File: src/rtl/cache_set_ctrl_pkg.sv
// Shared types and default widths for the cache set controller and the set it drives.
package cache_pkg;

  localparam int DEF_ADDR_WIDTH = 8;
  localparam int DEF_LINE_WIDTH = 32;

  typedef enum logic [2:0] {
    IDLE,
    LOOKUP,
    CHECK,
    MEM_REQ,
    MEM_WAIT,
    FILL_ISSUE,
    FILL_WAIT,
    RESP
  } ctrl_state_t;

endpackage

File: src/rtl/cache_set_ctrl_if.sv
// CPU request port, set channel-1 pins and memory port bundled as one bus.
interface cache_set_ctrl_if
  import cache_pkg::*;
#(
  parameter int ADDR_WIDTH = DEF_ADDR_WIDTH,
  parameter int LINE_WIDTH = DEF_LINE_WIDTH
);

  logic                  req_valid;
  logic                  req_ready;
  logic [ADDR_WIDTH-1:0] req_addr;
  logic                  req_write;
  logic [LINE_WIDTH-1:0] req_wdata;
  logic                  resp_valid;
  logic [LINE_WIDTH-1:0] resp_data;
  logic                  resp_err;

  logic [ADDR_WIDTH-1:0] set_addr;
  logic [LINE_WIDTH-1:0] set_val;
  logic                  set_read;
  logic                  set_write;
  logic                  set_hit;
  logic [LINE_WIDTH-1:0] set_out_val;

  logic                  mem_req_valid;
  logic                  mem_req_ready;
  logic [ADDR_WIDTH-1:0] mem_req_addr;
  logic                  mem_req_write;
  logic [LINE_WIDTH-1:0] mem_req_wdata;
  logic                  mem_resp_valid;
  logic [LINE_WIDTH-1:0] mem_resp_data;

  modport master (
    input  req_valid, req_addr, req_write, req_wdata,
    input  set_hit, set_out_val,
    input  mem_req_ready, mem_resp_valid, mem_resp_data,
    output req_ready, resp_valid, resp_data, resp_err,
    output set_addr, set_val, set_read, set_write,
    output mem_req_valid, mem_req_addr, mem_req_write, mem_req_wdata
  );

  modport slave (
    output req_valid, req_addr, req_write, req_wdata,
    output set_hit, set_out_val,
    output mem_req_ready, mem_resp_valid, mem_resp_data,
    input  req_ready, resp_valid, resp_data, resp_err,
    input  set_addr, set_val, set_read, set_write,
    input  mem_req_valid, mem_req_addr, mem_req_write, mem_req_wdata
  );

endinterface

File: src/rtl/cache_set_ctrl_sat_counter.sv
// Up-counter that sticks at all-ones instead of wrapping.
module sat_counter #(
  parameter int WIDTH = 16
) (
  input  logic             clock,
  input  logic             reset_n,
  input  logic             inc,
  output logic [WIDTH-1:0] count
);

  always_ff @(posedge clock or negedge reset_n) begin
    if (!reset_n) begin
      count <= '0;
    end else if (inc && (count != '1)) begin
      count <= count + WIDTH'(1);
    end
  end

endmodule

File: src/rtl/cache_set_ctrl.sv
// Request-side controller for a K-way cache set: lookup, miss fetch, write-through
// with allocate, fill handshake with timeout, and hit/miss statistics.
module cache_set_ctrl
  import cache_pkg::*;
#(
  parameter int ADDR_WIDTH   = DEF_ADDR_WIDTH,
  parameter int LINE_WIDTH   = DEF_LINE_WIDTH,
  parameter int FILL_TIMEOUT = 8,
  parameter int CNT_WIDTH    = 16
) (
  input  logic                 clock,
  input  logic                 reset_n,
  cache_set_ctrl_if.master     bus,
  output logic [CNT_WIDTH-1:0] hit_count,
  output logic [CNT_WIDTH-1:0] miss_count
);

  localparam int            FW        = $clog2(FILL_TIMEOUT + 1);
  localparam logic [FW-1:0] FILL_LAST = FW'(FILL_TIMEOUT - 1);

  ctrl_state_t           state;
  logic [ADDR_WIDTH-1:0] addr_q;
  logic [LINE_WIDTH-1:0] data_q;
  logic                  write_q;
  logic                  err_q;
  logic [FW-1:0]         fill_cnt;
  logic                  hit_inc;
  logic                  miss_inc;

  always_ff @(posedge clock or negedge reset_n) begin
    if (!reset_n) begin
      state    <= IDLE;
      addr_q   <= '0;
      data_q   <= '0;
      write_q  <= 1'b0;
      err_q    <= 1'b0;
      fill_cnt <= '0;
    end else begin
      case (state)
        IDLE: begin
          if (bus.req_valid) begin
            addr_q  <= bus.req_addr;
            write_q <= bus.req_write;
            data_q  <= bus.req_wdata;
            state   <= bus.req_write ? MEM_REQ : LOOKUP;
          end
        end
        LOOKUP: state <= CHECK;
        CHECK: begin
          if (bus.set_hit) begin
            data_q <= bus.set_out_val;
            state  <= RESP;
          end else begin
            state <= MEM_REQ;
          end
        end
        MEM_REQ: begin
          if (bus.mem_req_ready) state <= write_q ? FILL_ISSUE : MEM_WAIT;
        end
        MEM_WAIT: begin
          if (bus.mem_resp_valid) begin
            data_q <= bus.mem_resp_data;
            state  <= FILL_ISSUE;
          end
        end
        // set_hit is stale from the previous transaction here, so it is not looked at
        FILL_ISSUE: begin
          fill_cnt <= '0;
          state    <= FILL_WAIT;
        end
        FILL_WAIT: begin
          if (bus.set_hit) begin
            state <= RESP;
          end else if (fill_cnt == FILL_LAST) begin
            err_q <= 1'b1;
            state <= RESP;
          end else begin
            fill_cnt <= fill_cnt + FW'(1);
          end
        end
        RESP: begin
          err_q <= 1'b0;
          state <= IDLE;
        end
        default: state <= IDLE;
      endcase
    end
  end

  assign hit_inc  = (state == CHECK) && bus.set_hit;
  assign miss_inc = (state == CHECK) && !bus.set_hit;

  // Every data/address output is gated so IDLE presents all zeros.
  assign bus.req_ready     = (state == IDLE);
  assign bus.set_read      = (state == LOOKUP);
  assign bus.set_write     = (state == FILL_ISSUE) || (state == FILL_WAIT);
  assign bus.set_addr      = (bus.set_read || bus.set_write) ? addr_q : '0;
  assign bus.set_val       = bus.set_write ? data_q : '0;
  assign bus.mem_req_valid = (state == MEM_REQ);
  assign bus.mem_req_addr  = bus.mem_req_valid ? addr_q : '0;
  assign bus.mem_req_write = bus.mem_req_valid && write_q;
  assign bus.mem_req_wdata = bus.mem_req_valid ? data_q : '0;
  assign bus.resp_valid    = (state == RESP);
  assign bus.resp_data     = bus.resp_valid ? data_q : '0;
  assign bus.resp_err      = bus.resp_valid && err_q;

  sat_counter #(.WIDTH(CNT_WIDTH)) u_hit_cnt (
    .clock   (clock),
    .reset_n (reset_n),
    .inc     (hit_inc),
    .count   (hit_count)
  );

  sat_counter #(.WIDTH(CNT_WIDTH)) u_miss_cnt (
    .clock   (clock),
    .reset_n (reset_n),
    .inc     (miss_inc),
    .count   (miss_count)
  );

endmodule

File: src/flat_wrapper.sv
// flat-port wrapper written by rule: the top's interface ports become plain ports
module cache_set_ctrl_flat import cache_pkg::*;
#(
  parameter int ADDR_WIDTH   = DEF_ADDR_WIDTH,
  parameter int LINE_WIDTH   = DEF_LINE_WIDTH,
  parameter int FILL_TIMEOUT = 8,
  parameter int CNT_WIDTH    = 16
)
  (clock, reset_n, hit_count, miss_count, bus_req_valid, bus_req_addr, bus_req_write, bus_req_wdata, bus_set_hit, bus_set_out_val, bus_mem_req_ready, bus_mem_resp_valid, bus_mem_resp_data, bus_req_ready, bus_resp_valid, bus_resp_data, bus_resp_err, bus_set_addr, bus_set_val, bus_set_read, bus_set_write, bus_mem_req_valid, bus_mem_req_addr, bus_mem_req_write, bus_mem_req_wdata);
  cache_set_ctrl_if #(.ADDR_WIDTH(ADDR_WIDTH), .LINE_WIDTH(LINE_WIDTH)) bus_i ();
  input  logic clock;
  input  logic reset_n;
  output logic [CNT_WIDTH-1:0] hit_count;
  output logic [CNT_WIDTH-1:0] miss_count;
  input wire logic [$bits(bus_i.req_valid)-1:0] bus_req_valid;
  input wire logic [$bits(bus_i.req_addr)-1:0] bus_req_addr;
  input wire logic [$bits(bus_i.req_write)-1:0] bus_req_write;
  input wire logic [$bits(bus_i.req_wdata)-1:0] bus_req_wdata;
  input wire logic [$bits(bus_i.set_hit)-1:0] bus_set_hit;
  input wire logic [$bits(bus_i.set_out_val)-1:0] bus_set_out_val;
  input wire logic [$bits(bus_i.mem_req_ready)-1:0] bus_mem_req_ready;
  input wire logic [$bits(bus_i.mem_resp_valid)-1:0] bus_mem_resp_valid;
  input wire logic [$bits(bus_i.mem_resp_data)-1:0] bus_mem_resp_data;
  output wire logic [$bits(bus_i.req_ready)-1:0] bus_req_ready;
  output wire logic [$bits(bus_i.resp_valid)-1:0] bus_resp_valid;
  output wire logic [$bits(bus_i.resp_data)-1:0] bus_resp_data;
  output wire logic [$bits(bus_i.resp_err)-1:0] bus_resp_err;
  output wire logic [$bits(bus_i.set_addr)-1:0] bus_set_addr;
  output wire logic [$bits(bus_i.set_val)-1:0] bus_set_val;
  output wire logic [$bits(bus_i.set_read)-1:0] bus_set_read;
  output wire logic [$bits(bus_i.set_write)-1:0] bus_set_write;
  output wire logic [$bits(bus_i.mem_req_valid)-1:0] bus_mem_req_valid;
  output wire logic [$bits(bus_i.mem_req_addr)-1:0] bus_mem_req_addr;
  output wire logic [$bits(bus_i.mem_req_write)-1:0] bus_mem_req_write;
  output wire logic [$bits(bus_i.mem_req_wdata)-1:0] bus_mem_req_wdata;
  assign bus_i.req_valid = bus_req_valid;
  assign bus_i.req_addr = bus_req_addr;
  assign bus_i.req_write = bus_req_write;
  assign bus_i.req_wdata = bus_req_wdata;
  assign bus_i.set_hit = bus_set_hit;
  assign bus_i.set_out_val = bus_set_out_val;
  assign bus_i.mem_req_ready = bus_mem_req_ready;
  assign bus_i.mem_resp_valid = bus_mem_resp_valid;
  assign bus_i.mem_resp_data = bus_mem_resp_data;
  assign bus_req_ready = bus_i.req_ready;
  assign bus_resp_valid = bus_i.resp_valid;
  assign bus_resp_data = bus_i.resp_data;
  assign bus_resp_err = bus_i.resp_err;
  assign bus_set_addr = bus_i.set_addr;
  assign bus_set_val = bus_i.set_val;
  assign bus_set_read = bus_i.set_read;
  assign bus_set_write = bus_i.set_write;
  assign bus_mem_req_valid = bus_i.mem_req_valid;
  assign bus_mem_req_addr = bus_i.mem_req_addr;
  assign bus_mem_req_write = bus_i.mem_req_write;
  assign bus_mem_req_wdata = bus_i.mem_req_wdata;
  cache_set_ctrl #(.ADDR_WIDTH(ADDR_WIDTH), .LINE_WIDTH(LINE_WIDTH), .FILL_TIMEOUT(FILL_TIMEOUT), .CNT_WIDTH(CNT_WIDTH)) u_core (.clock(clock), .reset_n(reset_n), .bus(bus_i), .hit_count(hit_count), .miss_count(miss_count));
endmodule
File: config.mk
export PLATFORM = sky130hd
export DESIGN_NAME = cache_set_ctrl_flat
export DESIGN_NICKNAME = d
export VERILOG_FILES = /design/src/rtl/cache_set_ctrl_pkg.sv /design/src/rtl/cache_set_ctrl_if.sv /design/src/rtl/cache_set_ctrl_sat_counter.sv /design/src/rtl/cache_set_ctrl.sv /design/src/flat_wrapper.sv
export SDC_FILE = /design/constraint.sdc
export NUM_CORES = 1
export LEC_CHECK = 0
export CAP_MARGIN = 20
export CORE_MARGIN = 1.5
export CORE_UTILIZATION = 46
export DETAILED_ROUTE_END_ITERATION = 8
export PLACE_DENSITY = 0.88
export SYNTH_ARGS = -nofsm -noshare
export SYNTH_HDL_FRONTEND = slang
export SYNTH_HIERARCHICAL = 1
export SYNTH_SLANG_ARGS = --single-unit
File: constraint.sdc
create_clock -name clock -period 4.8 [get_ports clock]
set_clock_uncertainty 0.15 [all_clocks]
set_input_delay 1.2 -clock clock [delete_from_list [all_inputs] [get_ports clock]]
set_output_delay 1.2 -clock clock [all_outputs]
set_load 0.03 [all_outputs]
==> results.yml, run 1 <==
power:
  p_leak_nw: 3.52
  powerDensity_mw_per_mm2: 646
  ir_drop_v: 0.000342
timing:
  tns_ns: 0
  slew_headroom_pct: 43.1
  min_period_ns: 4.19
  timing.final.crit_share_pct: 87.3
  setup-violations-final: 0
  tightest_slew_ns: 0.845
  fmax_mhz: 239
  finalHoldViolations: 0
  layout_setup_ws_ns: 0.612
  rsz0062_at_grt: "no"
  hold_slack_ns: 0.370
  finalMaxSlewViolations: 0
cts:
  numCtsBuffers: 9
  max-clock-path-buffers: 2
  cts_resized: 0
  cts-root-buf: "clkbuf_16"
  postCtsSetupBuffers: 0
  tritoncts: "built"
  insertion_delay_ns: 0.33
  clkTransAtPathRegs_ns: 0.06
  holdBufCountCts: 0
  h-tree-depth: 3
  cts.sinks: 81
yosys:
  synth-edff-count: 0
  synth_top_family_by_area: "simple AND/OR/NAND/NOR gates"
  synthSimpleGateAreaFrac_pct: 29.2
  synthCells: 667
  yosys.area.top_type_share_pct: 34.9
  synthesis.area_mm2: 0.00580
  synth_flop_cell: "dfrtp_1"
  syn-num-nets: 781
  synth-compound-area-share_pct: 18.2
  synthArstFlopShare_pct: 100
  synthMuxAreaShare_pct: 7.78
  syn_avg_cell_area_um2: 8.70
  synthXorXnorAreaFrac_pct: 2.26
  yosysWarnings: 6
  yosys.cell_types.count: 53
  synthAdderAreaFrac_pct: 0.647
  yosys-top-cells-area: "dfrtp_1 (35%), nor3_1 (8.6%), mux2i_1 (5.5%)"
  synth_seq_cells: 81
  synth_top_cell_by_area: "dfrtp_1"
  seq_area_frac_synth_pct: 34.9
floorplan:
  num_rows: 40
  die_width_um: 115
  core_mm2: 0.0122
  die_h_um: 115
  io_pins: 262
  start_util_pct: 47.7
  die_area_mm2: 0.0133
worst_hold_path:
  min_from: "u_core/err_q"
  hold_path_class: "reg -> reg"
  holdPathEnd: "u_core/err_q"
  min_path_cells: 2
layout:
  final_util_pct: 72.1
  drive_above_1_share_pct: 7.46
  nets: 1007
  area_delta_synth_final_pct: 51.0
  n_antenna_cell: 0
detailed_routing:
  wl_per_cell_um: 19.1
  drtIter0Drc: 527
  via_per_inst: 5.81
  route.antenna.remaining_nets: 0
  wirelength_um: 20400
  drc: 0
  vias: 6192
  first_pass_iters: 8
status:
  status: "completed"
worst_setup_path:
  cp_data_required_time_ns: 3.45
  ff2ff_setup_slack_ns: 2.15
  timing.rr.end: "u_core/data_q[22]"
  r2r_cells: 5
  startpoint_type: "register"
  critPathKind: "reg -> out"
  reg2reg_from: "u_core/state[2]"
  endpoint_kind: "primary output"
  critical_path_arrival_ns: 2.84
  crit_start: "u_core/state[2]"
  path_max_fanout: 57
global_route:
  grt_pass1_wl_um: 31300
  first_global_vias: 5801
  antenna_found_initial: 0
  grt_use_total_pct: 30.2
  overflow: 0
  grt_max_degree: 91
flow_run:
  drv_cap: 0
place:
  dp_slack_ns: 1.02
  port_buffers: 261
  gp_congestion: 0.910
  hpwlAfterDp_um: 14700
## cell type report
| type | count | area, um2 |
|---|---|---|
| Fill cell | 919 | 3400 |
| Clock buffer | 9 | 225 |
| Inverter | 38 | 143 |
| Sequential cell | 81 | 2030 |
| Tap cell | 168 | 210 |
| Timing Repair Buffer | 273 | 2710 |
| Clock inverter | 7 | 55.1 |
| Multi-Input combinational cell | 490 | 3390 |
## placed cells by master (no fill, tap or decap), types with 4 or more instances in the layout
cell	n
clkbuf_16	9
nor2b_1	33
nor3_1	100
nor2_1	17
and3_1	39
nand3_1	12
mux2i_1	32
mux2_2	8
and2_1	20
nand2_1	15
nand4_1	18
clkdlybuf4s50_1	260
o21a_1	8
a21oi_1	14
a31oi_1	7
o311ai_0	33
xnor2_1	10
o21ai_0	38
buf_4	12
o21bai_1	32
dfrtp_1	78
xor2_1	4
inv_1	37
## worst max-delay path, cell delays in order, from the launching register on
cell and delay, ns:
dfrtp_4 0.75, nand2b_1 0.14, o21ai_0 0.69, and2_1 0.24
clkdlybuf4s50_1 0.67
## sequential cells by signal, indices dropped and copies added, names as in the netlist
signal / cells
u_core/addr_q: 8
u_core/data_q: 32
u_core/err_q: 1
u_core/fill_cnt: 4
u_core/state: 3
u_core/u_hit_cnt/count: 16
u_core/u_miss_cnt/count: 16
u_core/write_q: 1
## report_power, final
part | internal (mW) | switching (mW) | total [mW]
Clock | 0.354 | 0.293 | 0.647
Combinational | 1.50 | 2.29 | 3.79
Sequential | 0.926 | 0.296 | 1.22
Total | 2.78 | 2.88 | 5.66
## how the worst max path moves through the flow
stage,to,slack [ns]
2_1_floorplan,bus_mem_req_write,1.64
6_report,bus_set_addr[0],0.61
3_3_place_gp,bus_set_val[19],1.10
5_1_grt,bus_set_addr[0],0.46
4_1_cts,bus_set_addr[0],0.65
3_5_place_dp,bus_set_addr[0],1.02
## layer usage
| metal | vias up | share of wire, % | GRT usage (%) |
|---|---|---|---|
| li1 | 2903 | - | - |
| met1 | 2951 | 39 | 36.8 |
| met2 | 281 | 49 | 51.0 |
| met3 | 57 | 7.8 | 6.48 |
| met4 | 0 | 4.2 | 14.1 |
| met5 | - | 0 | 0 |
## cells by family (layout without fill, tap and decap cells)
kind of cell	Yosys count	in the layout
buffers and inverters	96	327
multiplexers	43	43
AND/OR/NAND/NOR	282	282
flip-flops	81	81
adder cells (fa/ha/maj)	3	3
XOR/XNOR	15	15
AO/OA/AOI/OAI	147	147
## through the flow
step | std cells | total power [mW] | area, um2
finish | 1066 | 5.66 | 8760
global route | 1066 | 5.99 | 8760
CTS | 1066 | 5.66 | 8760
detailed placement | 1050 | 5.00 | 8480
global placement | 1050 | 4.92 | 8480
floorplan | 667 | 3.60 | 5800
## synthesized netlist by cell type, types with 5 or more instances
cell type / count
xor2_1: 5
a31oi_1: 7
o311ai_0: 33
dfrtp_1: 81
nor2b_1: 33
clkbuf_1: 30
buf_2: 17
and3_1: 39
and2_1: 20
nand2_1: 16
nor3_1: 100
a21oi_1: 14
buf_1: 8
mux2_2: 8
nor2_1: 18
o21ai_0: 38
inv_1: 37
o21a_1: 8
nand3_1: 12
mux2i_1: 32
xnor2_1: 10
nand4_1: 18
o21bai_1: 32
Power figures use the tool's default switching activity.
==> inputs of run 2 (changes only) <==
- SETUP_SLACK_MARGIN: not set -> 0.02
==> results of run 2 <==
Same layout as run 1: the final DEF is identical, and so are final timing and power.
==> inputs of run 3 (changes only) <==
- MAX_ROUTING_LAYER: not set -> met4
==> run 3 against run 2 <==
Against the previous run: final area stayed put; maximum frequency about the same; critical endpoint unchanged; sequential share of layout area stayed put; flip-flop and latch count unchanged; die area stayed put; worst hold slack gained 0.0018 ns; global-route usage up 0.99 points.
==> results.yml, run 3 (synthesis gave the netlist of run 1 again) <==
timing:
  rsz0062_at_grt: "no"
  timing.final.crit_share_pct: 87.3
  slew_headroom_pct: 42.6
  setup-violations-final: 0
  finalMaxSlewViolations: 0
  tns_ns: 0
  fmax_mhz: 239
  tightest_slew_ns: 0.851
  finalHoldViolations: 0
  min_period_ns: 4.19
floorplan:
  core_mm2: 0.0122
  die_h_um: 115
  num_rows: 40
  die_width_um: 115
  start_util_pct: 47.7
  die_area_mm2: 0.0133
  io_pins: 262
power:
  p_leak_nw: 3.52
  powerDensity_mw_per_mm2: 647
  ir_drop_v: 0.000342
  power.total_mw: 5.67
cts:
  h-tree-depth: 3
  tritoncts: "built"
  max-clock-path-buffers: 2
  insertion_delay_ns: 0.34
  clkTransAtPathRegs_ns: 0.06
  numCtsBuffers: 9
  cts-root-buf: "clkbuf_16"
  postCtsSetupBuffers: 0
  cts_resized: 0
  cts.sinks: 81
  holdBufCountCts: 0
detailed_routing:
  wl_per_cell_um: 19.2
  wirelength_um: 20500
  drc: 0
  vias: 6221
  drtIter0Drc: 538
  via_per_inst: 5.84
  first_pass_iters: 6
  route.antenna.remaining_nets: 0
worst_setup_path:
  crit_chain: "nand2b_1 > o21ai_0 > and2_1 > clkdlybuf4s50_1"
  startpoint_type: "register"
  timing.rr.end: "u_core/data_q[22]"
  critPathKind: "reg -> out"
  critical_path_arrival_ns: 2.84
  cp_data_required_time_ns: 3.45
  max_stage_delay_ns: 0.75
  reg2reg_from: "u_core/state[2]"
  crit_path_top_delay_cell: "dfrtp_4"
  ff2ff_setup_slack_ns: 2.14
  path_max_fanout: 57
  endpoint_kind: "primary output"
  r2r_cells: 5
worst_hold_path:
  min_path_cells: 2
  hold_path_class: "reg -> reg"
  min_from: "u_core/err_q"
  holdPathEnd: "u_core/err_q"
status:
  status: "completed"
layout:
  layout_common_cells: "clkdlybuf4s50_1 (260), nor3_1 (100), dfrtp_1 (78)"
  nets: 1007
  reg_top3: "u_core/data_q: 32 flops, u_core/u_hit_cnt/count: 16 flops, u_core/u_miss_cnt/count: 16 flops"
  top_register: "u_core/data_q"
  n_antenna_cell: 0
  area_delta_synth_final_pct: 51.0
  largest_reg_flops: 32
  final_util_pct: 72.1
  layout_commonest_cell: "clkdlybuf4s50_1"
  drive_above_1_share_pct: 7.46
global_route:
  first_global_vias: 5800
  grt_use_total_pct: 31.2
  grt_use_met3_pct: 6.38
  use_met2_pct: 51.2
  antenna_found_initial: 0
  grt_max_degree: 91
  grt_pass1_wl_um: 31300
  overflow: 0
  met1_usage_pct: 36.9
  top_usage_layer: "met2"
place:
  hpwlAfterDp_um: 14700
  port_buffers: 261
  gp_congestion: 0.926
flow_run:
  drv_cap: 0
run 3: cell counts in the layout (fill, tap and decap cells not counted):
No cell type changed its count.
run 3: where the power goes:
part	leakage [nW]	switching (mW)	internal, mW
Sequential	1.00	0.297	0.926
Clock	0.132	0.296	0.354
Combinational	2.38	2.30	1.50
run 3: worst max path at each step:
stage | start | to | slack (ns)
floorplan | u_core/state[0] | bus_mem_req_write | 1.64
global placement | u_core/state[0] | bus_set_val[19] | 1.10
detailed placement | u_core/state[2] | bus_set_addr[0] | 1.02
CTS | u_core/state[2] | bus_set_addr[0] | 0.65
global route | u_core/state[2] | bus_set_addr[0] | 0.46
finish | u_core/state[2] | bus_set_addr[0] | 0.61
run 3: through the flow:
step                cells  area, um2  worst slack [ns]  hold WS [ns]
finish               1066       8760             0.611         0.372
global route         1066       8760             0.459         0.385
CTS                  1066       8760             0.654         0.372
detailed placement   1050       8480              1.02         0.340
global placement     1050       8480              1.10         0.329
floorplan             667       5800              1.64         0.304
run 3: area by class of cell:
cell class	instances	area [um2]
clock buffer	9	225
timing repair buffer	273	2710
sequential	81	2030
inverter	38	143
multi-input combinational	490	3390
fill	919	3400
clock inverter	7	55.1
tap	168	210
run 3: worst max-delay path: cells and delay by family (launching register included):
family / cells / cell delay (ns)
compound gates: 1 / 0.69
flops: 1 / 0.75
buf+inv: 1 / 0.67
simple gates: 2 / 0.38
run 3: layer usage:
layer | vias to the layer above | wire, um
li1 | 2906 | -
met1 | 2991 | 8150
met2 | 269 | 10000
met3 | 55 | 1430
met4 | 0 | 837
met5 | - | 0
